==> src/rtl/slug_pkg.sv <==
// Shared op-code and sequencer state encodings for the address register bank.
package slug_pkg;

  typedef enum logic [2:0] {
    OP_NOP   = 3'd0,
    OP_LDNIB = 3'd1,
    OP_LDSEQ = 3'd2,
    OP_CLR   = 3'd3,
    OP_INC   = 3'd4,
    OP_DEC   = 3'd5
  } op_e;

  typedef enum logic {
    ST_IDLE   = 1'b0,
    ST_RIPPLE = 1'b1
  } state_e;

endpackage

==> src/rtl/nibble_addsub.sv <==
// One DW-bit slice of the serial incrementer/decrementer: a +/- cin, carry or borrow out.
module nibble_addsub #(
  parameter int DW = 4
) (
  input  logic [DW-1:0] a,
  input  logic          cin,
  input  logic          sub,
  output logic [DW-1:0] s,
  output logic          cout
);

  logic [DW:0] ext;

  // Top bit of the extended result is the carry (add) or the borrow (sub).
  always_comb begin
    if (sub) ext = {1'b0, a} - {{DW{1'b0}}, cin};
    else     ext = {1'b0, a} + {{DW{1'b0}}, cin};
  end

  assign s    = ext[DW-1:0];
  assign cout = ext[DW];

endmodule

==> src/rtl/addr_reg_bank.sv <==
// Bank of address registers loaded a nibble at a time, with a nibble-serial INC/DEC
// sequencer that writes back only once the full result is formed.
module addr_reg_bank
  import slug_pkg::*;
#(
  parameter  int NREGS = 2,
  parameter  int AW    = 16,
  parameter  int DW    = 4,
  localparam int NNIB  = AW / DW,
  localparam int RW    = (NREGS > 1) ? $clog2(NREGS) : 1,
  localparam int NW    = (NNIB > 1) ? $clog2(NNIB) : 1
) (
  input  logic          clk,
  input  logic          rst,
  input  logic          op_valid,
  input  logic [2:0]    op,
  input  logic [RW-1:0] rsel,
  input  logic [NW-1:0] nsel,
  input  logic [DW-1:0] din,
  input  logic [RW-1:0] osel,
  output logic [AW-1:0] addr,
  output logic          busy,
  output logic          done,
  output logic          wrap
);

  localparam logic [RW:0]   NREGS_W = (RW+1)'(NREGS);
  localparam logic [NW:0]   NNIB_W  = (NW+1)'(NNIB);
  localparam logic [NW-1:0] LAST    = NW'(NNIB - 1);

  logic [NREGS-1:0][AW-1:0] regs;
  logic [NREGS-1:0][NW-1:0] ptr;
  logic [AW-1:0]            acc, acc_wb;
  logic [NW-1:0]            nidx;
  logic [RW-1:0]            tsel;
  logic                     carry, mode_dec, wrap_q, done_q;
  logic                     accept, last_nib, rsel_ok, nsel_ok, osel_ok, valid_op;
  logic [DW-1:0]            nib_in, nib_out;
  logic                     nib_cout;
  state_e                   state_q, state_d;
  op_e                      op_t;

  assign op_t     = op_e'(op);
  assign rsel_ok  = {1'b0, rsel} < NREGS_W;
  assign osel_ok  = {1'b0, osel} < NREGS_W;
  assign nsel_ok  = {1'b0, nsel} < NNIB_W;
  assign valid_op = (op_t == OP_LDNIB) || (op_t == OP_LDSEQ) || (op_t == OP_CLR) ||
                    (op_t == OP_INC)   || (op_t == OP_DEC);

  assign nib_in = acc[nidx*DW +: DW];

  nibble_addsub #(.DW(DW)) u_nib (
    .a    (nib_in),
    .cin  (carry),
    .sub  (mode_dec),
    .s    (nib_out),
    .cout (nib_cout)
  );

  // Accumulator with the current nibble already merged, so the last edge can write it back.
  always_comb begin
    acc_wb = acc;
    acc_wb[nidx*DW +: DW] = nib_out;
  end

  always_ff @(posedge clk or posedge rst) begin
    if (rst) state_q <= ST_IDLE;
    else     state_q <= state_d;
  end

  always_comb begin
    state_d  = state_q;
    accept   = 1'b0;
    last_nib = 1'b0;
    case (state_q)
      ST_IDLE: begin
        accept = op_valid;
        if (op_valid && rsel_ok && ((op_t == OP_INC) || (op_t == OP_DEC)))
          state_d = ST_RIPPLE;
      end
      ST_RIPPLE: begin
        last_nib = (nidx == LAST);
        if (last_nib) state_d = ST_IDLE;
      end
      default: state_d = ST_IDLE;
    endcase
  end

  always_ff @(posedge clk or posedge rst) begin
    if (rst) begin
      regs     <= '0;
      ptr      <= '0;
      acc      <= '0;
      nidx     <= '0;
      tsel     <= '0;
      carry    <= 1'b0;
      mode_dec <= 1'b0;
      wrap_q   <= 1'b0;
      done_q   <= 1'b0;
    end else begin
      done_q <= 1'b0;
      if (accept) begin
        if (valid_op) wrap_q <= 1'b0;
        case (op_t)
          OP_LDNIB: if (rsel_ok && nsel_ok) regs[rsel][nsel*DW +: DW] <= din;
          OP_LDSEQ: if (rsel_ok) begin
            regs[rsel][ptr[rsel]*DW +: DW] <= din;
            if (ptr[rsel] == LAST) begin
              ptr[rsel] <= '0;
              done_q    <= 1'b1;
            end else begin
              ptr[rsel] <= ptr[rsel] + 1'b1;
            end
          end
          OP_CLR: if (rsel_ok) begin
            regs[rsel] <= '0;
            ptr[rsel]  <= '0;
          end
          OP_INC, OP_DEC: if (rsel_ok) begin
            acc      <= regs[rsel];
            nidx     <= '0;
            carry    <= 1'b1;
            mode_dec <= (op_t == OP_DEC);
            tsel     <= rsel;
          end
          default: ;
        endcase
      end else if (state_q == ST_RIPPLE) begin
        acc   <= acc_wb;
        carry <= nib_cout;
        nidx  <= nidx + 1'b1;
        if (last_nib) begin
          regs[tsel] <= acc_wb;
          wrap_q     <= nib_cout;
          done_q     <= 1'b1;
        end
      end
    end
  end

  assign addr = osel_ok ? regs[osel] : '0;
  assign busy = (state_q == ST_RIPPLE);
  assign done = done_q;
  assign wrap = wrap_q;

endmodule

==> config.mk <==
export PLATFORM = sky130hd
export DESIGN_NAME = addr_reg_bank
export DESIGN_NICKNAME = d
export VERILOG_FILES = /design/src/rtl/slug_pkg.sv /design/src/rtl/nibble_addsub.sv /design/src/rtl/addr_reg_bank.sv
export SDC_FILE = /design/constraint.sdc
export NUM_CORES = 1
export LEC_CHECK = 0
export CAP_MARGIN = 20
export CELL_PAD_IN_SITES_DETAIL_PLACEMENT = 1
export CELL_PAD_IN_SITES_GLOBAL_PLACEMENT = 1
export CORE_MARGIN = 8
export CORE_UTILIZATION = 50
export DETAILED_ROUTE_END_ITERATION = 10
export PLACE_DENSITY_LB_ADDON = 0.12
export SYNTH_ARGS = -nofsm -noshare
export SYNTH_HDL_FRONTEND = slang
export SYNTH_SLANG_ARGS = --single-unit
==> constraint.sdc <==
create_clock -name clk -period 7.15 [get_ports clk]
set_input_delay 0.715 -clock clk [delete_from_list [all_inputs] [get_ports clk]]
set_output_delay 0.715 -clock clk [all_outputs]
set_load 0.01 [all_outputs]
; ---- Yosys cells after proc, flatten, opt, wreduce, memory -nomap -nowiden
; Cells that the tools add are included.
[word_totals]
reg_bits = 60
in_bits = 14
output_inout_bits = 19
word_cells = 114
[classes]
add_sub_neg = 7
order_cmp = 5
n_eq_ne = 10
shift = 7
n_mux = 51
n_bitwise = 5
n_reduce_logical = 17
[op_table]
columns = cell, n
row1 = two-way mux 16 bit, 11
row2 = negation 4 -> 34 bit, 3
row3 = variable shift 4 x 34 -> 16 bit (first input constant), 3
row4 = indexed part select 4 x 34 -> 16 bit, 3
row5 = bitwise mux 32 bit, 3
row6 = two-way mux 32 bit, 3
row7 = one-hot mux 32 bit (3 select lines), 1
row8 = demux 16 bit (select 1 bit), 4
row9 = bitwise AND 32 bit, 1
row10 = inverter 32 bit, 1
row11 = bitwise mux 16 bit, 1
row12 = two-way mux 1 bit, 16
row13 = indexed part select 16 x 5 -> 4 bit, 1
row14 = two-way mux 2 bit, 6
row15 = one-hot mux 4 bit (2 select lines), 1
row16 = equality test 3 x 2 -> 1 bit (second input constant), 2
row17 = equality test 3 bit (second input constant), 2
row18 = less-than comparator 1 x 2 -> 1 bit (second input constant), 3
row19 = AND reduction 2 bit, 3
row20 = AND reduction 3 bit, 2
row21 = nonzero test 2 bit, 3
row22 = adder 4 x 1 -> 5 bit, 1
row23 = logical OR 1 bit, 5
row24 = two-way mux 5 bit, 1
row25 = 16 further kinds, 22

; ---- Depth between registers and ports, before layout
[depth]
ltp_word = 9
ltp_mapped = 13
mapped_depth_nobuf = 9

; ---- Modules after synthesis
; From an unflattened synthesis, not the netlist that was laid out.
[hier_totals]
cells_unflattened = 586
hier_area_um2 = 5072.4
[by_module_without_submodules]
columns = module, instances, cells_each, area_each_um2, seq_area_each_um2
row1 = addr_reg_bank, 1, 570, 4932.2, 1501.4
row2 = nibble_addsub, 1, 16, 140.1, 0.0

; ---- Least setup slack after synthesis
; OpenSTA, ideal clock, no wires.
[synth_timing]
path_type = in2reg
from = in rsel
to = reg regs[20] in the netlist's numbering
setup_ns = 0.128
arrival_ns = 3.026
required_ns = 7.022
path_slack_ns = 3.997
path_stages = 13
path_buffers = 5
path_cell_list = buf_4 buf_2 buf_2 buf_2 nand2_1 o21a_1 ha_1 buf_2 and3b_1 a22o_1 a222oi_1 o22ai_1 mux2_1
[synth_between]
elab_chain_len = 9
elab_cells_between_ends = 20
classes_between = add/sub: 1 / order compare: 2 / shift: 2 / mux: 12 / bitwise: 2 / reduce/logical: 1
[synth_rtl]
columns = element, line
row1 = from (decl), addr_reg_bank.sv:17  ; input logic [RW-1:0] rsel,
row2 = two-way mux 2 bit (not written as such) (2 in series), addr_reg_bank.sv:107  ; regs[rsel][ptr[rsel]*DW +: DW] <= din;
row3 = negation 4 -> 34 bit, addr_reg_bank.sv:107
row4 = variable shift 4 x 34 -> 16 bit, addr_reg_bank.sv:107
row5 = two-way mux 16 bit (not written as such), addr_reg_bank.sv:107
row6 = demux 16 bit (select 1 bit), addr_reg_bank.sv:107
row7 = bitwise mux 32 bit, addr_reg_bank.sv:107
row8 = one-hot mux 32 bit (3 select lines) *, addr_reg_bank.sv:104  ; case (op_t)
row9 = two-way mux 32 bit *, addr_reg_bank.sv:102  ; if (accept) begin
row10 = "to (signal, indexed assignment)", addr_reg_bank.sv:105  ; OP_LDNIB: if (rsel_ok && nsel_ok) regs[rsel][nsel*DW +: DW] <= din;
row11 = "to (signal, indexed assignment)", addr_reg_bank.sv:107
row12 = "to (signal, indexed assignment)", addr_reg_bank.sv:133  ; regs[tsel] <= acc_wb;
row13 = to (decl), addr_reg_bank.sv:31  ; logic [NREGS-1:0][AW-1:0] regs;
; Every way passes the cells marked *; elsewhere a longest branch is shown, timed or not. The select of a mux whose other input is x is not followed.
; A chain may end at the register's enable or synchronous reset.

; ---- Final worst setup path
[layout_timing]
from = in osel
to = out addr[8]
[layout_between]
elab_chain_len = 2
[layout_rtl]
columns = element, line
row1 = from (decl), addr_reg_bank.sv:20  ; input logic [RW-1:0] osel,
row2 = two-way mux 16 bit (not written as such) (2 in series), addr_reg_bank.sv:141  ; assign addr = osel_ok ? regs[osel] : '0;
row3 = to (decl), addr_reg_bank.sv:21  ; output logic [AW-1:0] addr,
; Every way passes these cells. The select of a mux whose other input is x is not followed.

==> key figures <==
Floorplan
  • Core Box Area: 10300 um^2
  • Initial core utilization: 51.3%
  • I/O pin cnt: 33
  • Die width: 119 um
  • DIE HEIGHT: 119 um
  • Row count: 37
  • Die Area: 14100 um^2

Clock network
  • CTS Buf Count: 9
  • Clock-pin slew on the worst setup and hold paths: around 0.070 ns
  • Clk Latency, worst-skew pair: 0.37 ns
  • Hold buffer count at cts: 0
  • CTS tree: yes
  • Clock root buffer: clkbuf_8
  • Total clock sinks: 60
  • Post-CTS Setup Repair Bufs: 0
  • CTS Buffer Depth: 2
  • H-tree Lvls: 3
  • Post-CTS sizing: 0

Global route
  • Gr busiest metal: met2
  • Largest net degree at the start of global routing: 83
  • Vias in the first global route: around 5500
  • Met2 Resource Use GR: 44.4%
  • GRT overflow: 0
  • First-pass GRT wire length: 31.4 mm
  • Met3 GRT Util: 6.14%
  • Met1 GRT Util: 36.4%
  • Tot GR Track Use: 28.1%
  • Initial antenna violation count: 0

Synthesis
  • Yosys warns: 0
  • Post-synth cell types: 81
  • Seq/Total Area, Yosys: 28.4%
  • Synthesized area: 5290 um^2
  • #FFs+latches synth: 60
  • Mapped Cells: 638
  • EDFF count, synth: 0
  • FFs w/ async S/R, synth: 100%
  • Avg Inst Size Synth: 8.30 um^2
  • Ys flop type: dfrtp_1
  • Net Count, Synth: 673

Critical path
  • Crit path max-delay family: buffers and inverters
  • Worst Path Max Fanout: 18
  • Crit path arrival time: approximately 2.8 ns
  • R2R Setup Slk: 3.96 ns
  • Cell mode on critical path: clkdlybuf4s50_1
  • Critical-path top delay cell: clkdlybuf4s50_1
  • Startpoint Class: input port
  • Max stage delay on crit path: approximately 1.1 ns
  • CP Cell Sequence: clkdlybuf4s50_1 > mux2_2 > clkdlybuf4s50_1
  • CP Class: in2out
  • Worst R2R End: regs[14]
  • WP data required: 6.43 ns
  • Crit Reg-Reg Startpoint: nidx[0]
  • Crit path buffers/inverters: 2
  • Setup crit end kind: output port
  • R2R depth: 8

Timing
  • Setup tns final: 0 ns
  • Fin Clk Skew: 0.0145 ns
  • RSZ-0062 raised after global routing: false
  • Slew Viols, Final: 0
  • Fin. Hold Viols: 0
  • FMAX: slightly below 300 MHz
  • Post-layout min period: 3.46 ns
  • Worst slew margin: 37.2%
  • Final setup violation count: 0
  • Tightest Pin Transition: between 0.9 and 1 ns
  • Tcrit/Tclk final: ~48%

Placement
  • Post-DP Area: 5590 um^2
  • Hpwl dp: 14.0 mm
  • Port Buffers: 32
  • Global placement routability congestion: 0.943

Final layout
  • Leading cell type in the layout, fill and taps excluded: nand2_1
  • Final nets: approximately 680
  • Fin area: 5830 um^2
  • # diodes: 0
  • Commonest non-fill, non-tap cells in the layout: nand2_1 (79), dfrtp_1 (60), a21oi_1 (44)
  • Area grow syn2layout: 10.1%
  • Share of cells above drive strength 1: 10.9%

Detailed routing
  • Total wire length: 19.8 mm
  • # DRC: 0
  • Drt pass-1 iters: 5
  • 1st-iter DRT viols: roughly 690
  • WL per Instance: 25.3 um
  • DRT antenna net count: 0
  • Via count: approximately 5400
  • Vias per std cell: ~6.9

Worst hold path
  • Hold wc startpoint: mode_dec
  • WHS Endpoint: mode_dec
  • Hold Path Stages: 2
  • Hold Crit Class: reg2reg

Pwr
  • Power per cell area: 458 nW/um^2
  • Pleak: 2.32 nW
  • Maximum VDD drop: around 0.25 mV

Run status
  • Outcome: completed

Run
  • MaxCap Viol Count: 0
## power by group
| part | switching (mW) | internal (mW) | leakage (nW) |
|---|---|---|---|
| clock network | 0.157 | 0.213 | 0.111 |
| registers | 0.220 | 0.500 | 0.749 |
| logic | 0.962 | 0.617 | 1.46 |
## registers in the layout, indices dropped and copies added (netlist names), named ones only
name      cells
busy          1
tsel          1
acc          12
regs         32
done          1
carry         1
mode_dec      1
nidx          2
wrap          1
ptr           4
## worst min-delay path, cell delays in order, from the launching register on
cell and delay, ns:
dfrtp_1 0.35, nand2_1 0.06, nand2_1 0.06
## layer usage
layer | wire length [um] | vias to the layer above
li1 | - | 2369
met3 | 1530 | 58
met2 | 9110 | 238
met1 | 8480 | 2690
met4 | 680 | 0
met5 | 0 | -
## metrics by stage
step	power [mW]	instances	hold WS, ns	worst slack, ns	util, %
after floorplan	1.70	638	0.447	4.00	-
after global placement	2.16	765	0.478	3.55	54.2
after detailed placement	2.26	765	0.481	3.43	54.2
after CTS	2.63	780	0.498	3.70	56.3
after global routing	2.83	781	0.525	3.53	56.5
final	2.67	781	0.499	3.69	56.5
## final cells by class
| type | instances | area, um^2 |
|---|---|---|
| Fill cell | 1270 | 4490 |
| Multi-Input combinational cell | 505 | 3460 |
| Sequential cell | 60 | 1500 |
| Timing Repair Buffer | 39 | 375 |
| Tap cell | 136 | 170 |
| Clock buffer | 11 | 151 |
| Inverter | 26 | 97.6 |
| Clock inverter | 4 | 72.6 |
## logic make-up after synthesis
group	synth area share, %
adders and majority gates	5.11
AOI/OAI and AO/OA	26.3
buffers and inverters	6.24
and+or+nand+nor	24.9
xor gates and xnor gates	0.331
muxes	8.72
DFF	28.4
## how the worst max path moves through the flow
| stage | endpoint | slack (ns) | cells past startpoint | startpoint |
|---|---|---|---|---|
| after floorplan | regs[20] | 4.00 | 13 | rsel |
| final | addr[8] | 3.69 | 3 | osel |
| after CTS | addr[8] | 3.70 | 3 | osel |
| after detailed placement | regs[10] | 3.43 | 6 | op[1] |
| after global routing | regs[10] | 3.53 | 10 | rsel |
| after global placement | regs[10] | 3.55 | 6 | op[1] |
## synth_stat cells, types with 11 or more instances
master	count	area, um^2
inv_1	26	97.6
nor2b_1	21	131
nand3_1	18	90.1
nor2_1	39	146
a211oi_1	17	128
o21ai_1	28	140
clkbuf_1	16	60.1
a31oi_1	11	68.8
dfrtp_1	60	1500
buf_2	27	135
nand4_1	11	68.8
ha_1	20	250
mux2_2	23	259
a21oi_1	44	220
nand2_1	79	297
a22oi_1	11	82.6
o21ai_0	18	90.1
nand2b_1	11	68.8
(Power assumes the default switching activity.)
